`config.mk`:
```
export PLATFORM = sky130hd
export DESIGN_NAME = pixel_scheduler
export DESIGN_NICKNAME = d
export VERILOG_FILES = /design/src/rtl/pixel_scheduler.sv
export SDC_FILE = /design/constraint.sdc
export NUM_CORES = 1
export LEC_CHECK = 0
export ABC_CLOCK_PERIOD_IN_PS = 2900
export BUFFER_PORTS_ARGS = -buffer_cell sky130_fd_sc_hd__clkbuf_2
export CORE_MARGIN = 3
export CORE_UTILIZATION = 51
export CTS_CLUSTER_DIAMETER = 200
export DETAILED_ROUTE_END_ITERATION = 8
export GPL_TIMING_DRIVEN = 0
export MAX_ROUTING_LAYER = met4
export PLACE_DENSITY = 0.86
export SLEW_MARGIN = 10
export SYNTH_ARGS = -nofsm -noshare
export SYNTH_HDL_FRONTEND = slang
export SYNTH_SLANG_ARGS = --single-unit
```
`constraint.sdc`:
```
create_clock -name sysclk -period 2.9 [get_ports sysclk]
set_clock_uncertainty 0.2 [all_clocks]
set_input_delay 0.725 -clock sysclk [delete_from_list [all_inputs] [get_ports sysclk]]
set_output_delay 0.725 -clock sysclk [all_outputs]
set_load 0.005 [all_outputs]
```
`src/rtl/pixel_scheduler.sv`:
```
//------------------------------------------------------------------------------
// pixel_scheduler
//
// Walks a WIDTH x HEIGHT pixel raster. For each pixel it hands the pixel
// coordinate and its complex-plane value c = re_c + j*im_c to an external
// depth calculator. It then waits for that calculator's result and streams
// the result out over a valid/ready interface. Coordinates are 32-bit signed
// fixed point with FRAC fractional bits, and all arithmetic on them wraps.
//
// Optional feature (macro PIXEL_SCHED_TIMEOUT_EN):
//   When the macro is defined, a WAIT-cycle counter forces a result of 8'hFF
//   after 4096 cycles without calc_done. It also sets the sticky timeout_err
//   output. When the macro is undefined, that port and the counter do not
//   exist and WAIT lasts until calc_done.
//
// Ports
//   sysclk, reset_n           clock (rising edge), synchronous active-low reset
//   frame_start               request to scan one frame (ignored while busy)
//   re_origin, im_origin      c of pixel (0,0), latched at frame start
//   step                      per-pixel c increment, latched at frame start
//   calc_start                one-cycle start pulse to the depth calculator
//   calc_x/y, calc_re_c/im_c  current pixel and its c value; stable from
//                             ISSUE until the result handshake
//   calc_done, calc_depth     calculator completion level and result
//   pix_valid/ready           result stream handshake
//   pix_x/y, pix_depth        result payload
//   pix_sof, pix_eol          first pixel of frame / last pixel of line
//   timeout_err               sticky calculator timeout flag (macro only)
//   busy                      frame in progress
//------------------------------------------------------------------------------
module pixel_scheduler #(
    parameter int FRAC   = 16,
    parameter int WIDTH  = 640,
    parameter int HEIGHT = 480
) (
    input  logic        sysclk,
    input  logic        reset_n,
    input  logic        frame_start,
    input  logic [31:0] re_origin,
    input  logic [31:0] im_origin,
    input  logic [31:0] step,
    output logic        calc_start,
    output logic [9:0]  calc_x,
    output logic [8:0]  calc_y,
    output logic [31:0] calc_re_c,
    output logic [31:0] calc_im_c,
    input  logic        calc_done,
    input  logic [7:0]  calc_depth,
    output logic        pix_valid,
    input  logic        pix_ready,
    output logic [9:0]  pix_x,
    output logic [8:0]  pix_y,
    output logic [7:0]  pix_depth,
    output logic        pix_sof,
    output logic        pix_eol,
`ifdef PIXEL_SCHED_TIMEOUT_EN
    output logic        timeout_err,
`endif
    output logic        busy
);

    // The raster and coordinate formats must fit the fixed port widths.
    if (FRAC < 0 || FRAC > 31 || WIDTH < 1 || WIDTH > 1024 ||
        HEIGHT < 1 || HEIGHT > 512) begin : g_param_check
        $error("pixel_scheduler: FRAC/WIDTH/HEIGHT out of range");
    end

    localparam logic [9:0] X_LAST = 10'(WIDTH - 1);
    localparam logic [8:0] Y_LAST = 9'(HEIGHT - 1);

    typedef enum logic [1:0] {
        IDLE,
        ISSUE,
        WAIT,
        OUTPUT
    } state_t;

    state_t      state_q,      state_d;
    logic [9:0]  x_q,          x_d;
    logic [8:0]  y_q,          y_d;
    logic [31:0] re_c_q,       re_c_d;
    logic [31:0] im_c_q,       im_c_d;
    logic [31:0] re_org_q,     re_org_d;
    logic [31:0] im_org_q,     im_org_d;
    logic [31:0] step_q,       step_d;
    logic        busy_q,       busy_d;
    logic        calc_start_q, calc_start_d;
    logic        first_wait_q, first_wait_d;
    logic        pix_valid_q,  pix_valid_d;
    logic [9:0]  pix_x_q,      pix_x_d;
    logic [8:0]  pix_y_q,      pix_y_d;
    logic [7:0]  pix_depth_q,  pix_depth_d;
    logic        pix_sof_q,    pix_sof_d;
    logic        pix_eol_q,    pix_eol_d;
`ifdef PIXEL_SCHED_TIMEOUT_EN
    logic [11:0] wait_cnt_q,   wait_cnt_d;
    logic        timeout_err_q, timeout_err_d;
`endif

    // Result capture strobe and the depth value it stores.
    logic        capture;
    logic [7:0]  capture_depth;

    //--------------------------------------------------------------------------
    // Next-state logic
    //--------------------------------------------------------------------------
    always_comb begin
        // NOTE: every _d defaults to its _q (or to an idle value) before the case
        // statement. No path then leaves a signal unassigned, which would infer a latch.
        state_d       = state_q;
        x_d           = x_q;
        y_d           = y_q;
        re_c_d        = re_c_q;
        im_c_d        = im_c_q;
        re_org_d      = re_org_q;
        im_org_d      = im_org_q;
        step_d        = step_q;
        busy_d        = busy_q;
        calc_start_d  = 1'b0;
        first_wait_d  = 1'b0;
        pix_valid_d   = pix_valid_q;
        pix_x_d       = pix_x_q;
        pix_y_d       = pix_y_q;
        pix_depth_d   = pix_depth_q;
        pix_sof_d     = pix_sof_q;
        pix_eol_d     = pix_eol_q;
        capture       = 1'b0;
        capture_depth = calc_depth;
`ifdef PIXEL_SCHED_TIMEOUT_EN
        wait_cnt_d    = wait_cnt_q;
        timeout_err_d = timeout_err_q;
`endif

        unique case (state_q)
            IDLE: begin
                if (frame_start) begin
                    re_org_d     = re_origin;
                    im_org_d     = im_origin;
                    step_d       = step;
                    x_d          = '0;
                    y_d          = '0;
                    re_c_d       = re_origin;
                    im_c_d       = im_origin;
                    busy_d       = 1'b1;
                    // calc_start is registered, so raise it on entry to ISSUE.
                    calc_start_d = 1'b1;
                    state_d      = ISSUE;
                end
            end

            ISSUE: begin
                first_wait_d = 1'b1;
`ifdef PIXEL_SCHED_TIMEOUT_EN
                wait_cnt_d   = '0;
`endif
                state_d      = WAIT;
            end

            WAIT: begin
                // calc_done in the first WAIT cycle may still be the previous
                // pixel's level, so it is only trusted from the second cycle.
                if (!first_wait_q && calc_done) begin
                    capture = 1'b1;
                end
`ifdef PIXEL_SCHED_TIMEOUT_EN
                // wait_cnt_q counts completed WAIT cycles. Reaching 4095 here
                // means this is the 4096th cycle without a result.
                else if (wait_cnt_q == 12'hFFF) begin
                    capture       = 1'b1;
                    capture_depth = 8'hFF;
                    timeout_err_d = 1'b1;
                end else begin
                    wait_cnt_d = wait_cnt_q + 12'd1;
                end
`endif
                if (capture) begin
                    pix_depth_d = capture_depth;
                    pix_x_d     = x_q;
                    pix_y_d     = y_q;
                    pix_sof_d   = (x_q == '0) && (y_q == '0);
                    pix_eol_d   = (x_q == X_LAST);
                    pix_valid_d = 1'b1;
                    state_d     = OUTPUT;
                end
            end

            OUTPUT: begin
                if (pix_ready) begin
                    pix_valid_d = 1'b0;
                    pix_sof_d   = 1'b0;
                    pix_eol_d   = 1'b0;
                    if (x_q != X_LAST) begin
                        x_d          = x_q + 10'd1;
                        re_c_d       = re_c_q + step_q;
                        calc_start_d = 1'b1;
                        state_d      = ISSUE;
                    end else if (y_q != Y_LAST) begin
                        // Imaginary axis decreases down the frame.
                        x_d          = '0;
                        y_d          = y_q + 9'd1;
                        re_c_d       = re_org_q;
                        im_c_d       = im_c_q - step_q;
                        calc_start_d = 1'b1;
                        state_d      = ISSUE;
                    end else begin
                        // This is the last pixel. A frame_start in this same
                        // cycle is dropped, because only IDLE looks at it.
                        busy_d  = 1'b0;
                        state_d = IDLE;
                    end
                end
            end

            default: begin
                state_d = IDLE;
            end
        endcase
    end

    //--------------------------------------------------------------------------
    // State registers
    //--------------------------------------------------------------------------
    // NOTE: sequential state uses non-blocking assignments only. Every flop
    // then samples its _d value from before the edge, whatever order the
    // statements appear in.
    always_ff @(posedge sysclk) begin
        if (!reset_n) begin
            // Reset also drops any calculator result still in flight. Nothing
            // is restarted until a fresh frame_start arrives in IDLE.
            state_q       <= IDLE;
            x_q           <= '0;
            y_q           <= '0;
            re_c_q        <= '0;
            im_c_q        <= '0;
            re_org_q      <= '0;
            im_org_q      <= '0;
            step_q        <= '0;
            busy_q        <= 1'b0;
            calc_start_q  <= 1'b0;
            first_wait_q  <= 1'b0;
            pix_valid_q   <= 1'b0;
            pix_x_q       <= '0;
            pix_y_q       <= '0;
            pix_depth_q   <= '0;
            pix_sof_q     <= 1'b0;
            pix_eol_q     <= 1'b0;
`ifdef PIXEL_SCHED_TIMEOUT_EN
            wait_cnt_q    <= '0;
            timeout_err_q <= 1'b0;
`endif
        end else begin
            state_q       <= state_d;
            x_q           <= x_d;
            y_q           <= y_d;
            re_c_q        <= re_c_d;
            im_c_q        <= im_c_d;
            re_org_q      <= re_org_d;
            im_org_q      <= im_org_d;
            step_q        <= step_d;
            busy_q        <= busy_d;
            calc_start_q  <= calc_start_d;
            first_wait_q  <= first_wait_d;
            pix_valid_q   <= pix_valid_d;
            pix_x_q       <= pix_x_d;
            pix_y_q       <= pix_y_d;
            pix_depth_q   <= pix_depth_d;
            pix_sof_q     <= pix_sof_d;
            pix_eol_q     <= pix_eol_d;
`ifdef PIXEL_SCHED_TIMEOUT_EN
            wait_cnt_q    <= wait_cnt_d;
            timeout_err_q <= timeout_err_d;
`endif
        end
    end

    //--------------------------------------------------------------------------
    // Outputs (all registered)
    //--------------------------------------------------------------------------
    assign calc_start  = calc_start_q;
    assign calc_x      = x_q;
    assign calc_y      = y_q;
    assign calc_re_c   = re_c_q;
    assign calc_im_c   = im_c_q;
    assign pix_valid   = pix_valid_q;
    assign pix_x       = pix_x_q;
    assign pix_y       = pix_y_q;
    assign pix_depth   = pix_depth_q;
    assign pix_sof     = pix_sof_q;
    assign pix_eol     = pix_eol_q;
    assign busy        = busy_q;
`ifdef PIXEL_SCHED_TIMEOUT_EN
    assign timeout_err = timeout_err_q;
`endif

endmodule
```
==> flow_metrics.py, run 1 <==
metrics = {
    "yosys": {
        "yosys.area.top_type": "dfxtp_1",
        "async_flop_share_pct": 0,
        "avgSynthCellArea_um2": 7.53,
        "synthFlopType": "dfxtp_1",
        "synth_area_leaders": "dfxtp_1 34%, nand2_1 10%, a21oi_1 9.7%, ha_1 8.1%, nor2_1 3.5%",
        "synth_top_area_share_pct": 33.5,
        "synth_edf_count": 0,
        "syn_nets": 1625,
        "synth_cell_types": 75,
        "synth-seq-area-share_pct": 33.5,
        "postSynthCellCount": 1444,
        "synth_warnings": 0,
        "syn_area_um2": 10900,
        "yosys_register_bits": 182,
    },
    "timing": {
        "timing.fmax_ghz": 0.334,
        "hold_viol_final": 0,
        "worst_slack_ps": -92.4,
        "finalCriticalPeriod_ps": 2990,
        "slew_viol_final": 0,
        "timing.final.crit_share_pct": 103,
        "grt_setup_unrepaired": "yes",
        "final-setup-viol-count": 9,
        "tightest_slew_ps": 1020,
        "maxSlewHeadroom_pct": 32.0,
    },
    "cells_and_area": {
        "antenna_cells": 0,
        "seq_area_um2": 3680,
        "nets": 1893,
        "syn2layout_area_growth_pct": 28.1,
        "multi_input_area_um2": 7370,
        "final_util_pct": 67.7,
        "num-fill-cells": 1699,
        "drive_gt1_share_pct": 25.9,
    },
    "floorplanning": {
        "fp.dieH_um": 152,
        "coreArea_um2": 20600,
        "chipWidth_um": 152,
        "initial_core_util_pct": 52.9,
        "dieArea_um2": 23100,
        "std_cell_rows": 52,
        "ios": 224,
    },
    "clocking": {
        "cts_buffer_depth": 2,
        "root_buffer": "clkbuf_16",
        "h-tree-depth": 4,
        "cts_tree": "built",
        "cts_made_buffers": 17,
        "clk_pin_slew_worst_paths_ps": 80,
        "clk_latency_ps": 460,
        "clock-sinks": 182,
    },
    "worst_setup_path": {
        "end_kind": "flip-flop",
        "cp_max_fo": 3,
        "r2r_slack_ps": -90,
        "critPathKind": "reg2reg",
        "required_ps": 3020,
        "arrival_ps": 3110,
        "r2r_cells": 11,
        "start_kind": "flip-flop",
    },
    "power_and_ir_drop": {
        "p_sw_share_pct": 48.1,
        "ir_drop_uv": 546,
        "p_int_mw": 8.01,
        "seq_power_share_pct": 24.1,
        "power_frac_comb_pct": 60.5,
        "p_leak_nw": 5.76,
        "p_clk_share_pct": 15.5,
        "power_density_nw_per_um2": 1110,
        "power_mw": 15.5,
        "p_sw_mw": 7.44,
    },
    "min_path": {
        "hold_depth": 2,
        "hold_path_class": "reg2reg",
    },
    "global_routing": {
        "grt_max_degree": 21,
        "use_met1_pct": 42.5,
        "grtUsageMet3_pct": 6.23,
        "grt_pass1_vias": 11400,
        "grt_use_total_pct": 33.7,
        "antenna_found_initial": 0,
        "top_usage_layer": "met2",
        "met2_usage_pct": 52.1,
        "grt_pass1_wl_mm": 61.3,
        "grt_overflow": 0,
    },
    "placed_design": {
        "gp_congestion": 0.988,
        "port_buffers": 223,
        "place_ws_ps": -492,
        "post-dp-hpwl_mm": 29.2,
    },
    "detailed_routing": {
        "vias": 12400,
        "dr.pass1.iters": 9,
        "via_per_inst": 6.19,
        "drt_wl_total_mm": 41.0,
        "ant_nets": 0,
        "wl_per_cell_um": 20.6,
        "first_iter_violations": 1550,
        "drcViolationCount": 0,
    },
    "run": {
        "cap_violations": 0,
    },
    "run_status": {
        "violations": "negative setup slack",
        "run_status": "finished with violations",
    },
}
## routing by layer
metal | vias up | routed length [µm]
li1 | 5618 | -
met1 | 5669 | 15700
met2 | 849 | 18000
met3 | 215 | 4580
met4 | 0 | 2660
met5 | - | 0
## cell type report
type | instances | share of cell area (%)
Inverter | 53 | 1.45
Clock buffer | 17 | 3.06
Clock inverter | 15 | 1.25
Timing Repair Buffer | 253 | 9.77
Tap cell | 270 | 2.43
Multi-Input combinational cell | 1127 | 52.9
Sequential cell | 182 | 26.5
Buffer | 78 | 2.65
## path summary, 6_finish.rpt
kind / start / to
worst max-delay path: calc_re_c[1] / calc_re_c[30]
worst min-delay path: pix_y[7] / pix_y[7]
worst max register to register: calc_re_c[1] / calc_re_c[30]
worst min register to register: pix_y[7] / pix_y[7]
## critical path: stages, from the launching register on
cell and delay [ps]:
dfxtp_4 370, buf_6 130, fa_2 400, a21o_4 240
a22o_1 210, o2111ai_4 270, a21oi_4 120, a31oi_4 230
o21ai_2 100, o31ai_2 240, mux2i_1 230, a31oi_1 110
## sequential cells by signal, summed over array words and instances, names as in the netlist, 2 cells and up
register and cells:
calc_im_c 32, calc_re_c 32, calc_x 10, calc_y 9, pix_depth 8, pix_x 10
pix_y 9, re_org_q 32, state_q 2, step_q 32
## cell families (layout without fill, tap and decap cells)
family | count (synthesis) | after routing | synth area share (%)
flip-flops | 182 | 182 | 33.5
AO/OA/AOI/OAI | 446 | 446 | 25.5
adder cells (fa/ha/maj) | 72 | 72 | 8.43
XOR/XNOR | 64 | 64 | 5.16
multiplexers | 17 | 17 | 1.57
buffers and inverters | 135 | 416 | 4.84
AND/OR/NAND/NOR | 528 | 528 | 21.0
## synth_stat cells (all sizes together) (10+ instances only)
cell and instances:
o211ai 33, a21o 20, clkbuf 62, a21oi 211
and3 10, xor2 32, o21ai 68, a211oi 31
mux2i 17, inv 53, xnor2 32, buf 20
nor2 102, nand2b 11, ha 70, a31oi 13
nand2 299, nor3 27, dfxtp 182, o21a 16
nand3 19, nand4 15
## per-stage QoR
stage               setup TNS (ps)  cell area [µm²]  hold slack [ps]  cells
finish                        -316            13900              256   1995
global route                 -2210            13900              275   1995
CTS                           -390            13200              255   1972
detailed placement           -8340            12300              244   1937
global placement             -5900            12300              239   1937
floorplan                        0            10900              233   1444
## timing repair
action | in CTS | in global routing
pin swaps | 24 | 45
hold buffers | 0 | 0
resized for setup | 67 | 133
setup endpoints to repair | 68 | 75
buffers inserted | 7 | 23
## placed cells by master, fill, tap and decap left out, types with 17 or more instances in the layout
| cell type | instances |
|---|---|
| a211oi_1 | 21 |
| nor2_1 | 101 |
| o211ai_1 | 31 |
| nand2_1 | 297 |
| xnor2_1 | 31 |
| a21o_1 | 19 |
| o21ai_0 | 51 |
| nand3_1 | 17 |
| xor2_1 | 32 |
| dfxtp_1 | 161 |
| buf_4 | 26 |
| clkbuf_1 | 42 |
| ha_1 | 44 |
| nor3_1 | 25 |
| clkbuf_2 | 240 |
| clkbuf_16 | 17 |
| mux2i_1 | 17 |
| a21oi_1 | 195 |
| inv_1 | 51 |
## power groups by stage
stage / registers [mW] / clock network [mW] / logic (mW)
after floorplan: 3.53 / 0 / 5.40
after global placement: 3.67 / 0 / 7.43
after detailed placement: 3.68 / 0 / 7.59
after CTS: 3.64 / 2.37 / 8.08
after global routing: 3.76 / 2.46 / 10.1
final: 3.72 / 2.39 / 9.34
Note: power is estimated with default switching activity, not from simulation.
==> run 2, diff against run 1 <==
--- a/config.mk
+++ b/config.mk
@@ -7,13 +7,16 @@
 export LEC_CHECK = 0
 export ABC_CLOCK_PERIOD_IN_PS = 2900
 export BUFFER_PORTS_ARGS = -buffer_cell sky130_fd_sc_hd__clkbuf_2
+export CELL_PAD_IN_SITES_DETAIL_PLACEMENT = 1
+export CELL_PAD_IN_SITES_GLOBAL_PLACEMENT = 1
 export CORE_MARGIN = 3
-export CORE_UTILIZATION = 51
+export CORE_UTILIZATION = 36
 export CTS_CLUSTER_DIAMETER = 200
 export DETAILED_ROUTE_END_ITERATION = 8
 export GPL_TIMING_DRIVEN = 0
 export MAX_ROUTING_LAYER = met4
-export PLACE_DENSITY = 0.86
+export PLACE_DENSITY = 0.84
+export RECOVER_POWER = 50
 export SLEW_MARGIN = 10
 export SYNTH_ARGS = -nofsm -noshare
 export SYNTH_HDL_FRONTEND = slang
==> run 2 against run 1 <==
The run still ends with negative setup slack left; first-iteration DRC count down 36%; total power rose by 5.3%; sequential share of layout area down 0.55 points; worst setup slack worse by 120 ps; cell count is 6.0% higher; utilization decreased by 19 points; clock power rose by 4%.
==> flow_metrics.py, run 2 (synthesis results as in run 1) <==
metrics = {
    "detailed_routing": {
        "vias": 12600,
        "ant_nets": 0,
        "wl_per_cell_um": 24.0,
        "drcViolationCount": 0,
        "via_per_inst": 5.98,
        "dr.pass1.iters": 5,
        "first_iter_violations": 993,
        "drt_wl_total_mm": 50.8,
    },
    "clocking": {
        "cts_made_buffers": 17,
        "clk_latency_ps": 450,
        "cts_tree": "built",
        "clk_pin_slew_worst_paths_ps": 80,
        "root_buffer": "clkbuf_16",
        "cts_buffer_depth": 2,
        "clock-sinks": 182,
        "h-tree-depth": 4,
    },
    "worst_setup_path": {
        "critPathKind": "reg2reg",
        "required_ps": 3000,
        "cp_slowest_stage_delay_ps": 480,
        "arrival_ps": 3210,
        "cp_cell_sequence": "ha_1, buf_6, nand2_1, o21ai_1, a2111o_1, o211ai_2, and3_4, o211ai_2, a221o_1, xnor2_2, a211oi_2",
        "start_kind": "flip-flop",
        "crit_buf_inv": 1,
        "crit_path_top_delay_cell": "a2111o_1",
        "crit_top_cell": "o211ai_2",
        "cp_max_fo": 7,
        "end_kind": "flip-flop",
        "path_delay_family": "compound AO/OA/AOI/OAI gates",
    },
    "timing": {
        "tightest_slew_ps": 1050,
        "timing.final.crit_share_pct": 107,
        "hold_viol_final": 0,
        "slew_viol_final": 0,
        "maxSlewHeadroom_pct": 29.9,
        "grt_setup_unrepaired": "yes",
        "final-setup-viol-count": 14,
        "whs_ps": 260,
        "timing.fmax_ghz": 0.322,
        "worst_slack_ps": -209,
        "finalCriticalPeriod_ps": 3110,
    },
    "power_and_ir_drop": {
        "power_mw": 16.3,
        "p_leak_nw": 5.72,
        "power_density_nw_per_um2": 1140,
        "ir_drop_uv": 483,
    },
    "floorplanning": {
        "coreArea_um2": 29200,
        "ios": 224,
        "fp.dieH_um": 180,
        "dieArea_um2": 32300,
        "initial_core_util_pct": 37.2,
        "chipWidth_um": 180,
        "std_cell_rows": 62,
    },
    "min_path": {
        "hold_path_class": "reg2reg",
    },
    "run_status": {
        "violations": "negative setup slack",
        "run_status": "finished with violations",
    },
    "placed_design": {
        "dpl_cell_area_um2": 12500,
        "gp_congestion": 0.957,
        "port_buffers": 223,
        "post-dp-hpwl_mm": 34.8,
    },
    "cells_and_area": {
        "nets": 1896,
        "syn2layout_area_growth_pct": 31.5,
        "final_cell_mix": "297 x nand2_1, 213 x clkbuf_2, 194 x a21oi_1",
        "finish.instance_area_um2": 14300,
        "drive_gt1_share_pct": 25.6,
        "final_common_cell": "nand2_1",
        "final_util_pct": 48.8,
    },
    "global_routing": {
        "grt_pass1_wl_mm": 71.2,
        "grt_pass1_vias": 12700,
        "antenna_found_initial": 3,
        "grt_overflow": 0,
        "grt_max_degree": 20,
        "grt_use_total_pct": 28.4,
    },
    "run": {
        "cap_violations": 0,
    },
}
[run 2: changes by cell type in the layout (fill, tap and decap cells not counted), moves of 3 or more]
cell / previous run / this run
ha_4: 16 / 27
dfxtp_4: 6 / 10
clkbuf_2: 240 / 213
diode_2: 0 / 3
clkbuf_1: 42 / 64
ha_2: 10 / 4
ha_1: 44 / 39
buf_4: 26 / 34
dfxtp_2: 15 / 18
dfxtp_1: 161 / 154
[run 2: timing repair]
| item | CTS | global route |
|---|---|---|
| endpoints found under the hold margin | 0 | 0 |
| hold buffers | 0 | 0 |
| pin swaps | 30 | 46 |
| gates resized for setup | 105 | 138 |
| setup buffers | 9 | 25 |
| setup endpoints to repair | 79 | 77 |
[run 2: cell type report]
class,count,area (µm²)
fill,3606,15000
multi-input combinational,1127,7560
sequential,182,3700
timing repair buffer,257,1350
tap,384,480
clock buffer,17,425
buffer,77,379
inverter,53,199
clock inverter,15,184
antenna,3,7.51
[run 2: worst paths after layout]
path	from	end	slack (ps)	cells after the start
min reg2reg	re_org_q[25]	re_org_q[25]	260	2
min	re_org_q[25]	re_org_q[25]	260	2
max	calc_re_c[11]	calc_re_c[31]	-210	11
max reg2reg	calc_re_c[11]	calc_re_c[31]	-210	11
[run 2: worst reg2reg max path: stages (launching register included)]
cell and delay, ps:
dfxtp_4 360, ha_1 300, buf_6 140, nand2_1 90, o21ai_1 120, a2111o_1 490, o211ai_2 240, and3_4 250
o211ai_2 100, a221o_1 360, xnor2_2 200, a211oi_2 90
[run 2: report_power, final]
part	switching [mW]	internal [mW]	total, mW
sequential	0.685	3.12	3.80
combinational	6.10	3.87	9.98
clock	1.25	1.24	2.49
total	8.04	8.23	16.3
[run 2: metal layers]
metal  track usage (%)  wire (µm)
met3              4.83       3540
met1              35.1      20500
met4              14.5       3110
met5                 -          0
met2              44.6      23700
[run 2: through the flow]
stage,instances,setup slack [ps],setup TNS (ps)
floorplan,1444,49.1,0
global placement,2051,-515,-11060
detailed placement,2051,-555,-17040
CTS,2088,-202,-565
global route,2115,-287,-3370
finish,2115,-209,-1200
==> run 3, diff against run 2 <==
==> constraint.sdc (replaced) <==
create_clock -name sysclk -period 2.9 [get_ports sysclk]
set_clock_uncertainty 0.2 [all_clocks]
set_input_delay 0.435 -clock sysclk [delete_from_list [all_inputs] [get_ports sysclk]]
set_output_delay 0.435 -clock sysclk [all_outputs]
set_load 0.005 [all_outputs]
==> run 3 against run 2 <==
The run still ends with negative setup slack left; utilization rose by 0.21 points; worst setup slack got worse by 18 ps; clock power barely moved; total power barely moved.
==> flow_metrics.py, run 3 (synthesis results as in run 1) <==
metrics = {
    "cells_and_area": {
        "final_cell_mix": "297 x nand2_1, 213 x clkbuf_2, 194 x a21oi_1",
        "syn2layout_area_growth_pct": 32.0,
        "finish.instance_area_um2": 14300,
        "layoutNonFillerInstCount": 2121,
        "num-fill-cells": 3609,
        "nets": 1902,
        "drive_gt1_share_pct": 25.5,
        "final_common_cell": "nand2_1",
    },
    "global_routing": {
        "antenna_found_initial": 3,
        "grt_max_degree": 20,
        "grt_overflow": 0,
        "grt_pass1_wl_mm": 71.3,
        "grt_use_total_pct": 28.4,
        "grt_pass1_vias": 12700,
    },
    "timing": {
        "slew_viol_final": 0,
        "tightest_slew_ps": 1020,
        "final-setup-viol-count": 14,
        "worst_slack_ps": -228,
        "hold_viol_final": 0,
        "timing.final.crit_share_pct": 108,
        "finalCriticalPeriod_ps": 3130,
        "grt_setup_unrepaired": "yes",
        "maxSlewHeadroom_pct": 31.8,
        "timing.fmax_ghz": 0.320,
    },
    "power_and_ir_drop": {
        "seq_power_share_pct": 23.4,
        "p_int_mw": 8.23,
        "power_mw": 16.3,
        "p_clk_share_pct": 15.3,
        "p_leak_nw": 5.74,
        "p_sw_mw": 8.03,
        "power_frac_comb_pct": 61.4,
        "ir_drop_uv": 486,
        "power_density_nw_per_um2": 1130,
        "p_sw_share_pct": 49.4,
    },
    "placed_design": {
        "gp_congestion": 0.957,
        "dpl_cell_area_um2": 12500,
        "post-dp-hpwl_mm": 34.8,
        "place_ws_ps": -555,
        "port_buffers": 223,
        "dp.cells": 2051,
    },
    "detailed_routing": {
        "dr.pass1.iters": 6,
        "vias": 12700,
        "ant_nets": 0,
        "via_per_inst": 6.00,
        "wl_per_cell_um": 24.0,
        "first_iter_violations": 1039,
        "drcViolationCount": 0,
        "drt_wl_total_mm": 51.0,
    },
    "clocking": {
        "cts_made_buffers": 17,
        "clock-sinks": 182,
        "cts_buffer_depth": 2,
        "clk_latency_ps": 450,
        "clk_pin_slew_worst_paths_ps": 80,
        "h-tree-depth": 4,
        "root_buffer": "clkbuf_16",
        "cts_tree": "built",
    },
    "floorplanning": {
        "initial_core_util_pct": 37.2,
        "ios": 224,
        "std_cell_rows": 62,
        "coreArea_um2": 29200,
        "chipWidth_um": 180,
        "dieArea_um2": 32300,
        "fp.dieH_um": 180,
    },
    "worst_setup_path": {
        "critPathKind": "reg2reg",
        "end_kind": "flip-flop",
        "r2r_slack_ps": -230,
        "cp_max_fo": 10,
        "r2r_end": "calc_re_c[31]",
        "r2r_cells": 11,
        "required_ps": 2990,
        "reg2reg_from": "calc_re_c[12]",
        "start_kind": "flip-flop",
        "arrival_ps": 3220,
    },
    "run_status": {
        "run_status": "finished with violations",
        "violations": "negative setup slack",
    },
    "min_path": {
        "hold_path_class": "in2reg",
        "min_delay_worst_endpoint": "pix_depth[4]",
        "hold_start": "calc_depth[4]",
        "hold_depth": 3,
    },
    "run": {
        "cap_violations": 0,
    },
}
-- run 3: layout make-up --
| type | count | area [µm²] | share of cell area, % |
|---|---|---|---|
| Timing Repair Buffer | 263 | 1410 | 9.83 |
| Sequential cell | 182 | 3700 | 25.8 |
| Antenna cell | 3 | 7.51 | 0.0523 |
| Buffer | 77 | 379 | 2.64 |
| Multi-Input combinational cell | 1127 | 7560 | 52.7 |
| Clock buffer | 17 | 425 | 2.97 |
| Tap cell | 384 | 480 | 3.35 |
| Clock inverter | 15 | 184 | 1.28 |
| Inverter | 53 | 199 | 1.39 |
-- run 3: layer usage --
layer  share of wire [%]  wire, µm  global-route usage (%)  up-vias
met3                 7.8      4000                    4.83      233
li1                    -         -                       -     5637
met2                  46     23600                    44.8      706
met1                  39     20000                    35.1     6140
met5                   0         0                       -        -
met4                 6.8      3450                    14.5        0
-- run 3: power by group through the flow --
stage	sequential, mW	clock, mW	combinational (mW)
2_1_floorplan	3.53	0	5.40
3_3_place_gp	3.69	0	7.67
3_5_place_dp	3.71	0	7.95
4_1_cts	3.67	2.49	8.71
5_1_grt	3.84	2.60	10.7
6_report	3.80	2.48	9.98
-- run 3: worst max-delay path, cell delays in order (launching register included) --
cell,delay (ps)
dfxtp_4,360
ha_4,230
buf_6,140
a21oi_2,150
o21ai_1,130
a2111o_1,480
o211ai_2,250
and3_4,250
o211ai_2,100
a221o_1,370
xnor2_2,200
a211oi_2,90
-- run 3: worst max path at each step --
stage	startpoint	to	slack, ps
global route	calc_re_c[11]	calc_re_c[31]	-300
detailed placement	calc_re_c[0]	calc_re_c[28]	-550
CTS	calc_re_c[1]	calc_re_c[31]	-200
floorplan	calc_re_c[0]	calc_re_c[30]	50
finish	calc_re_c[12]	calc_re_c[31]	-230
global placement	calc_im_c[0]	calc_im_c[28]	-520
-- run 3: through the flow --
step / hold WS (ps) / utilization, % / setup TNS (ps)
3_3_place_gp: 239 / 42.6 / -10000
6_report: 5.30 / 49.1 / -1230
5_1_grt: 11.4 / 49.1 / -3410
3_5_place_dp: 247 / 42.6 / -15130
2_1_floorplan: 233 / - / 0
4_1_cts: 3.70 / 46.6 / -565
-- run 3: repair_timing --
item	4_1_cts	5_1_grt
setup endpoints to repair	79	77
resized for setup	105	138
hold endpoints to repair	6	0
hold buffers	6	0
buffers inserted	9	25
pin swaps	30	46
